==> config.mk <==
export PLATFORM = sky130hd
export DESIGN_NAME = raw_frame_sequencer
export DESIGN_NICKNAME = d
export VERILOG_FILES = /design/src/rtl/raw_frame_sequencer.sv
export SDC_FILE = /design/constraint.sdc
export NUM_CORES = 1
export LEC_CHECK = 0
export BUFFER_PORTS_ARGS = -buffer_cell sky130_fd_sc_hd__clkbuf_2
export CAP_MARGIN = 20
export CORE_MARGIN = 2
export CORE_UTILIZATION = 49
export CTS_CLUSTER_DIAMETER = 150
export DETAILED_ROUTE_END_ITERATION = 7
export GPL_TIMING_DRIVEN = 1
export PLACE_DENSITY = 0.75
export SLEW_MARGIN = 20
export SYNTH_ARGS = -nofsm -noshare
export SYNTH_HDL_FRONTEND = slang
export SYNTH_SLANG_ARGS = --single-unit
==> constraint.sdc <==
create_clock -name iCLK -period 1.9 [get_ports iCLK]
set_input_delay 0.095 -clock iCLK [delete_from_list [all_inputs] [get_ports iCLK]]
set_output_delay 0.095 -clock iCLK [all_outputs]
set_load 0.02 [all_outputs]
==> src/rtl/raw_frame_sequencer.sv <==
// raw_frame_sequencer
// Takes raw sensor timing (FVAL/LVAL/data) and drives the demosaic stage.
// It locks onto frame boundaries and produces a per-pixel X/Y count. The
// parity of that count selects the Bayer phase. Pixel-valid is gated to the
// active window. Frame events and line-length errors are reported.
//
// Ports:
//   iCLK, iRST_n        pixel clock, synchronous active-low reset
//   iStart              capture enable (level)
//   iFval, iLval, iData raw sensor timing and pixel
//   oData, oDval        pixel and pixel-valid to demosaic (2-cycle latency)
//   oX_Cont, oY_Cont    column/row of the current pixel, held while oDval=0
//   oFrame_Cont         completed-frame count (wraps)
//   oSOF, oEOF          one-cycle frame start/end pulses
//   oLineErr            sticky short/long line flag, cleared at SOF
//   oBusy               high while the sequencer is not idle
module raw_frame_sequencer #(
    parameter int unsigned DATA_W   = 12,
    parameter int unsigned CNT_W    = 16,
    parameter int unsigned H_ACTIVE = 1280,
    parameter int unsigned V_ACTIVE = 960
) (
    input  logic              iCLK,
    input  logic              iRST_n,
    input  logic              iStart,
    input  logic              iFval,
    input  logic              iLval,
    input  logic [DATA_W-1:0] iData,
    output logic [DATA_W-1:0] oData,
    output logic              oDval,
    output logic [CNT_W-1:0]  oX_Cont,
    output logic [CNT_W-1:0]  oY_Cont,
    output logic [31:0]       oFrame_Cont,
    output logic              oSOF,
    output logic              oEOF,
    output logic              oLineErr,
    output logic              oBusy
);

    localparam logic [CNT_W-1:0] H_MAX = CNT_W'(H_ACTIVE);
    localparam logic [CNT_W-1:0] V_MAX = CNT_W'(V_ACTIVE);

    typedef enum logic [1:0] {
        IDLE       = 2'd0,
        ARM        = 2'd1,
        WAIT_FRAME = 2'd2,
        ACTIVE     = 2'd3
    } state_t;

    state_t state;

    // s1: first register of the sensor inputs; s2: previous s1 for edges.
    // oData is itself the s2 data stage, which gives the 2-cycle latency.
    logic              s1Fval;
    logic              s1Lval;
    logic [DATA_W-1:0] s1Data;
    logic              s2Fval;
    logic              s2Lval;

    // Next pixel column and current row inside the frame.
    logic [CNT_W-1:0]  xCnt;
    logic [CNT_W-1:0]  yCnt;

    logic fvalRise;
    logic fvalFall;
    logic pixQual;
    logic lineEnd;

    always_comb begin
        fvalRise = s1Fval & ~s2Fval;
        fvalFall = ~s1Fval & s2Fval;
        pixQual  = s1Fval & s1Lval;
        // A line ends when the previous cycle was a qualified pixel and the
        // current one is not. This also covers Fval dropping under Lval.
        lineEnd  = s2Fval & s2Lval & ~pixQual;
    end

    // Input pipeline, sequencer FSM, pixel counting and registered outputs.
    always_ff @(posedge iCLK) begin
        if (!iRST_n) begin
            state       <= IDLE;
            s1Fval      <= 1'b0;
            s1Lval      <= 1'b0;
            s1Data      <= '0;
            s2Fval      <= 1'b0;
            s2Lval      <= 1'b0;
            xCnt        <= '0;
            yCnt        <= '0;
            oData       <= '0;
            oDval       <= 1'b0;
            oX_Cont     <= '0;
            oY_Cont     <= '0;
            oFrame_Cont <= '0;
            oSOF        <= 1'b0;
            oEOF        <= 1'b0;
            oLineErr    <= 1'b0;
            oBusy       <= 1'b0;
        end else begin
            s1Fval <= iFval;
            s1Lval <= iLval;
            s1Data <= iData;
            s2Fval <= s1Fval;
            s2Lval <= s1Lval;
            oData  <= s1Data;

            oDval  <= 1'b0;
            oSOF   <= 1'b0;
            oEOF   <= 1'b0;

            case (state)
                IDLE: begin
                    if (iStart) begin
                        state <= ARM;
                        oBusy <= 1'b1;
                    end else begin
                        oBusy <= 1'b0;
                    end
                end

                // Never start mid-frame: wait for Fval low first.
                ARM: begin
                    oBusy <= 1'b1;
                    if (!s1Fval) begin
                        state <= WAIT_FRAME;
                    end
                end

                WAIT_FRAME: begin
                    if (!iStart) begin
                        state <= IDLE;
                        oBusy <= 1'b0;
                    end else begin
                        oBusy <= 1'b1;
                        if (fvalRise) begin
                            state    <= ACTIVE;
                            oSOF     <= 1'b1;
                            oLineErr <= 1'b0;
                            yCnt     <= '0;
                            // A pixel arriving with the Fval rise is X=0, Y=0.
                            if (s1Lval) begin
                                oDval   <= 1'b1;
                                oX_Cont <= '0;
                                oY_Cont <= '0;
                                xCnt    <= CNT_W'(1);
                            end else begin
                                xCnt    <= '0;
                            end
                        end
                    end
                end

                ACTIVE: begin
                    oBusy <= 1'b1;
                    if (lineEnd) begin
                        if ((xCnt != H_MAX) && (yCnt < V_MAX)) begin
                            oLineErr <= 1'b1;
                        end
                        xCnt <= '0;
                        if (yCnt < V_MAX) begin
                            yCnt <= yCnt + CNT_W'(1);
                        end
                    end else if (pixQual && (yCnt < V_MAX)) begin
                        if (xCnt < H_MAX) begin
                            oDval   <= 1'b1;
                            oX_Cont <= xCnt;
                            oY_Cont <= yCnt;
                            xCnt    <= xCnt + CNT_W'(1);
                        end else begin
                            // Long line: drop excess pixels, X stays saturated.
                            oLineErr <= 1'b1;
                        end
                    end

                    // iStart is only consulted at frame end, so a frame in
                    // progress always completes.
                    if (fvalFall) begin
                        oEOF        <= 1'b1;
                        oFrame_Cont <= oFrame_Cont + 32'd1;
                        if (iStart) begin
                            state <= WAIT_FRAME;
                        end else begin
                            state <= IDLE;
                            oBusy <= 1'b0;
                        end
                    end
                end

                default: begin
                    state <= IDLE;
                    oBusy <= 1'b0;
                end
            endcase
        end
    end

endmodule

==> metrics, run 1 <==
status=finished clean; WHS Endpoint=s1Data[11]$_SDFF_PN0_; Layout fillers=777; synthesized area per cell=9.21 um^2; Final Hold Fails=0; Ant. Diodes=0; register area=2630 um^2; CP Data Required Time=2.30 ns; PD cells=908 nW/um^2; DRT Wirelength=12,000 um; Main synth FF type=dfxtp_1; flop2flop setup slack=0.04 ns; Layout Area Growth over Synthesis=31.0%; Root Buffer=clkbuf_8; clk_lat worst skew=0.52 ns; final-report max-slew violation count=0; crit-path max FO=7; minimum clock period=1.86 ns; Clock Power Share=0.499; effective utilization at floorplan=0.508; R2R cell count=7; number of distinct library cells after synthesis=51; # H-tree levels=4; Sink Count=131; kind of critical path=reg -> reg; first-pass GRT wire length=19,800 um; combinational power share=0.032; all-layer global routing usage=0.222; GP Congestion=0.856; switch share=0.228; fin crit share=0.977; CTS max path bufs=2; share of synthesized area occupied by flip-flops and latches=0.523; largest net degree at the start of global routing=37; detail-routed net length per standard cell=14.4 um; Core ar.=9860 um^2; TritonCTS clock tree=yes; Mapped Area=5010 um^2; layout cells sized above 1=0.271; Rel. slew slack=0.715; Setup crit start kind=flip-flop; reg2reg end=xCnt[8]$_SDFFE_PN0P_; Worst Max-Slew Pin Slew=0.428 ns; worst hold start=iData[11]; CP endpoint kind=flip-flop; Post-synth EDFFs=0; Critical R2R Launch=xCnt[12]$_SDFFE_PN0P_; Synth Instances=544; drt first pass iters=4; Worst Skew=0.0106 ns; vias per cell=5.30; chip height=105 um; Final Power=5.96 mW; crit path DAT=2.26 ns; Final HPWL DP=7580 um; Setup Viol. Count Final=0; Die W=105 um; Die Footprint=11,100 um^2; Final nets=705; Worst Hold Depth=3; Seq pwr share=0.468; I/O Buffers=97; Sw Pwr=1.36 mW; Synthesized Nets=565; clock transition at the registers of the reported paths=0.06 ns; Yosys reg bits=131; Antenna Violating Nets Remaining=0; Multi-input gate area=2240 um^2; Leak=2.77 nW; Int Power=4.60 mW; yosys warns=0; vias in the first global route=4,192; antenna violations before repair=0; Peak supply drop=0.780 mV; Hold/Removal Path Class=in -> reg; drt first-iter violations=336; GRT overflow=0; Post-route DRC=0; CTS buffer count=17; Max Cap Viol=0; IO Pins=98; worst hold slack=0.329 ns; Achievable Freq=538 MHz; RSZ-0062 raised after global routing=yes; num rows=36; FFs w/ async S/R, synth=0; DR vias=4,395
-- synth_stat cells, types with 3 or more instances --
cell type	n	area share
and3_2	3	0.0045
nor3_1	5	0.0050
buf_2	4	0.0040
nand4_1	23	0.029
xnor2_1	5	0.0087
o21a_1	4	0.0060
nor2_1	52	0.039
o22ai_1	3	0.0037
nor4_1	7	0.0087
nand2_1	52	0.039
and3_1	24	0.030
or3_1	3	0.0037
xor2_1	32	0.056
o21ai_0	4	0.0040
or4_1	4	0.0060
ha_1	4	0.010
a21oi_1	36	0.036
buf_4	3	0.0045
dfxtp_1	131	0.52
inv_1	10	0.0075
o31ai_1	3	0.0045
nand3_1	44	0.044
clkbuf_1	19	0.014
and4_1	5	0.0087
and2_1	34	0.042
-- registers in the layout (all words and copies together), names as in the netlist, 2 cells and up --
register and count:
yCnt 16, oX_Cont 16, oData 12, oFrame_Cont 32
oY_Cont 16, xCnt 16, s1Data 12, state 2
-- through the flow --
step | cells | cell area, um^2 | TNS, ns | setup WS [ns] | util
global route | 830 | 6570 | -0.0902 | -0.0415 | 0.666
global placement | 779 | 5780 | 0 | 0.0137 | 0.586
floorplan | 544 | 5010 | 0 | 0.00586 | -
CTS | 828 | 6520 | 0 | 0.0250 | 0.661
finish | 830 | 6570 | 0 | 0.0428 | 0.666
detailed placement | 779 | 5780 | -0.418 | -0.0537 | 0.586
-- cell type report --
type | instances | area share
clock buffers | 17 | 0.0631
clock inverters | 15 | 0.0206
inverters | 10 | 0.00572
multi-input cells | 373 | 0.341
flip-flops and latches | 131 | 0.400
well taps | 133 | 0.0253
repair buffers | 151 | 0.144
-- per-layer routing --
metal  global-route usage  wire length [um]
met1                0.280              5260
met2                0.352              5720
met3               0.0649               752
met4               0.0981               241
met5                    0                 0
-- timing repair --
item	in CTS	in global routing
setup buffers	0	1
pin swaps	3	6
endpoints found under the setup margin	26	25
endpoints found under the hold margin	20	0
resized for setup	4	10
hold buffers	16	0
gates cloned	1	1
-- cells in the final DEF, fill, tap and decap left out, types with 3 or more instances in the layout --
cell type,instances
a21oi_1,34
and2_1,34
and3_1,24
and3_2,3
and4_1,5
buf_4,34
buf_6,3
clkbuf_16,16
clkbuf_2,97
clkinv_2,3
clkinv_4,4
clkinvlp_4,5
dfxtp_1,126
dfxtp_2,5
dlygate4sd3_1,16
ha_1,4
inv_1,9
nand2_1,52
nand3_1,44
nand4_1,23
nor2_1,52
nor3_1,5
nor4_1,4
o21a_1,4
o21ai_0,4
o22ai_1,3
o31ai_1,3
or3_1,3
or4_1,4
xnor2_1,5
xor2_1,32
-- critical path, cell delays in order (launching register included) --
cell	delay [ns]
dfxtp_1	0.31
or4_4	0.55
nor4_4	0.16
buf_6	0.18
buf_6	0.12
nand4_1	0.15
xor2_1	0.20
nor2_1	0.06
-- power by group through the flow --
stage / logic [mW] / registers, mW / clock network, mW
after global routing: 0.211 / 2.79 / 3.16
after floorplan: 0.0826 / 2.86 / 0
after CTS: 0.188 / 2.79 / 3.03
final: 0.192 / 2.79 / 2.98
after detailed placement: 0.159 / 2.85 / 0
after global placement: 0.155 / 2.85 / 0
-- worst max-delay path by stage --
stage                                     start                      end  slack, ns  cells after the start
after global placement    xCnt[12]$_SDFFE_PN0P_  oY_Cont[5]$_SDFFE_PN0P_       0.01                      6
after floorplan           xCnt[12]$_SDFFE_PN0P_     xCnt[9]$_SDFFE_PN0P_      0.006                      6
final                     xCnt[12]$_SDFFE_PN0P_     xCnt[8]$_SDFFE_PN0P_       0.04                      7
after detailed placement  xCnt[12]$_SDFFE_PN0P_  oY_Cont[5]$_SDFFE_PN0P_      -0.05                      6
after CTS                 yCnt[12]$_SDFFE_PN0P_     yCnt[7]$_SDFFE_PN0P_       0.03                      5
after global routing      yCnt[15]$_SDFFE_PN0P_     yCnt[7]$_SDFFE_PN0P_      -0.04                      5
-- cell families after synthesis --
| logic type | count (synthesis) | synth area share |
|---|---|---|
| xor+xnor | 37 | 0.0647 |
| fa+ha+maj | 4 | 0.00999 |
| compound gates | 65 | 0.0809 |
| simple gates | 265 | 0.278 |
| flops | 131 | 0.523 |
| buf+inv | 41 | 0.0412 |
| mux | 1 | 0.00200 |
Note: power is estimated with default switching activity, not from simulation.
==> run 2: changes to the inputs <==
CORE_ASPECT_RATIO = 0.7   (was default)
PLACE_DENSITY = 0.85   (was 0.75)
==> run 2 against run 1 <==
Critical endpoint is now oX_Cont[12]$_SDFFE_PN0P_. First-iteration DRC count grew 23%. Via count rose by 0.89%. Highest routed layer unchanged. Global-route usage increased by 0.32 points. Sequential share of layout area about the same. Clock-buffer cell count rose by 3. Sequential cell count unchanged. Critical path type unchanged. Clock skew fell by 0.0029 ns. Largest cell class unchanged.
==> metrics, run 2 (synthesis gave the netlist of run 1 again) <==
status=finished clean; Setup Viol. Count Final=0; commonest non-fill, non-tap cell in the layout=dfxtp_1; Largest delay share family, worst path=simple AND/OR/NAND/NOR gates; chip height=88.6 um; Max Cap Viol=0; largest net degree at the start of global routing=66; Finished Core Util=0.667; most flop-heavy register=oFrame_Cont; TritonCTS clock tree=yes; GRT overflow=0; detail-routed net length per standard cell=15.5 um; effective utilization at floorplan=0.510; CTS buffer count=17; Clock Power Share=0.518; Core ar.=9830 um^2; CP Launch Point=xCnt[15]$_SDFFE_PN0P_; I/O Buffers=97; kind of critical path=reg -> reg; Worst Skew=0.00772 ns; Setup crit start kind=flip-flop; worst hold start=iRST_n; clock transition at the registers of the reported paths=0.06 ns; drt first-iter violations=414; Sink Count=131; Crit-path slowest cell=or4_4; Layout Area Growth over Synthesis=30.8%; Post-route DRC=0; first-pass GRT wire length=19,900 um; PD cells=946 nW/um^2; Final HPWL DP=8060 um; CP max stage delay=0.55 ns; crit path DAT=2.18 ns; Int Power=4.94 mW; most frequent cells in the layout=129 x dfxtp_1, 97 x clkbuf_2, 52 x nand2_1, 52 x nor2_1, 44 x nand3_1; Rel. slew slack=0.726; layout cells sized above 1=0.261; # H-tree levels=4; vias per cell=5.43; final-report max-slew violation count=0; combinational power share=0.031; critical path, cell by cell=or4_4 -> nor4_4 -> buf_6 -> buf_4 -> a22oi_2 -> buf_12 -> and3_1; Antenna Violating Nets Remaining=0; vias in the first global route=4,166; Cell Area, Placed=5710 um^2; clk_lat worst skew=0.41 ns; DRT Wirelength=12,600 um; CTS max path bufs=2; Die Footprint=11,100 um^2; Sw Pwr=1.26 mW; Critical R2R Launch=xCnt[15]$_SDFFE_PN0P_; crit-path max FO=32; Ant. Diodes=0; worst path bufs/invs=3; Root Buffer=clkbuf_16; RSZ-0062 raised after global routing=yes; Hold/Removal Path Class=in -> reg; Final nets=697; DR vias=4,434; CP Data Required Time=2.20 ns; all-layer global routing usage=0.225; minimum clock period=1.88 ns; Achievable Freq=531 MHz; antenna violations before repair=0; Worst Max-Slew Pin Slew=0.409 ns; IO Pins=98; Peak supply drop=0.858 mV; Die W=125 um; drt first pass iters=5; max reg flops=32; post-route cell area=6560 um^2; num rows=30; GP Congestion=0.891; Leak=2.75 nW; Final Hold Fails=0; fin crit share=0.991; switch share=0.204; Seq pwr share=0.451; CP endpoint kind=flip-flop
[run 2: cell count changes in the layout (fill, tap and decap cells not counted), sizes merged, moves of 2 or more]
cell and delta:
buf -7, clkinvlp -4, clkbuf +3, bufinv +2
inv -2
[run 2: layout make-up]
| class | instances | area (um^2) |
|---|---|---|
| multi-input cells | 373 | 2250 |
| well taps | 128 | 160 |
| inverters | 10 | 37.5 |
| flip-flops and latches | 131 | 2630 |
| repair buffers | 143 | 902 |
| fillers | 772 | 3280 |
| clock inverters | 12 | 138 |
| clock buffers | 20 | 447 |
[run 2: path summary, 6_finish.rpt]
path | cells after the start | slack [ns] | endpoint
max | 7 | 0.02 | oX_Cont[12]$_SDFFE_PN0P_
max reg2reg | 7 | 0.02 | oX_Cont[12]$_SDFFE_PN0P_
min reg2reg | 1 | 0.43 | oData[4]$_SDFF_PN0_
min | 3 | 0.11 | xCnt[9]$_SDFFE_PN0P_
[run 2: layer usage]
metal,global-route usage,up-vias,part of all wire
met4,0.0889,0,0.012
met5,0,-,0
li1,-,2150,-
met1,0.278,2106,0.44
met3,0.0840,17,0.082
met2,0.365,161,0.46
[run 2: metrics by stage]
step	setup slack, ns	TNS, ns	instances	hold slack, ns	power (mW)
floorplan	0.00586	0	544	0.222	2.95
CTS	0.00883	0	811	0.0838	6.23
finish	0.0180	0	817	0.113	6.20
global route	-0.0264	-0.242	817	0.120	6.39
global placement	0.00960	0	764	0.302	3.00
detailed placement	-0.0417	-0.204	764	0.305	3.01
[run 2: what timing repair did]
item | 4_1_cts | 5_1_grt
setup buffers | 0 | 3
cloned | 0 | 3
pin swaps | 2 | 7
hold buffers | 15 | 0
hold endpoints to repair | 16 | 0
setup endpoints to repair | 27 | 39
resized for setup | 0 | 15
[run 2: power groups by stage]
| stage | clock, mW | combinational [mW] | sequential, mW |
|---|---|---|---|
| after floorplan | 0 | 0.0826 | 2.86 |
| after global placement | 0 | 0.151 | 2.85 |
| after detailed placement | 0 | 0.157 | 2.85 |
| after CTS | 3.26 | 0.182 | 2.79 |
| after global routing | 3.39 | 0.208 | 2.80 |
| final | 3.22 | 0.191 | 2.80 |
[run 2: tightest hold or removal path: stages]
cell and delay, ns:
clkbuf_2 0.19, nand2_1 0.12, o22ai_1 0.06
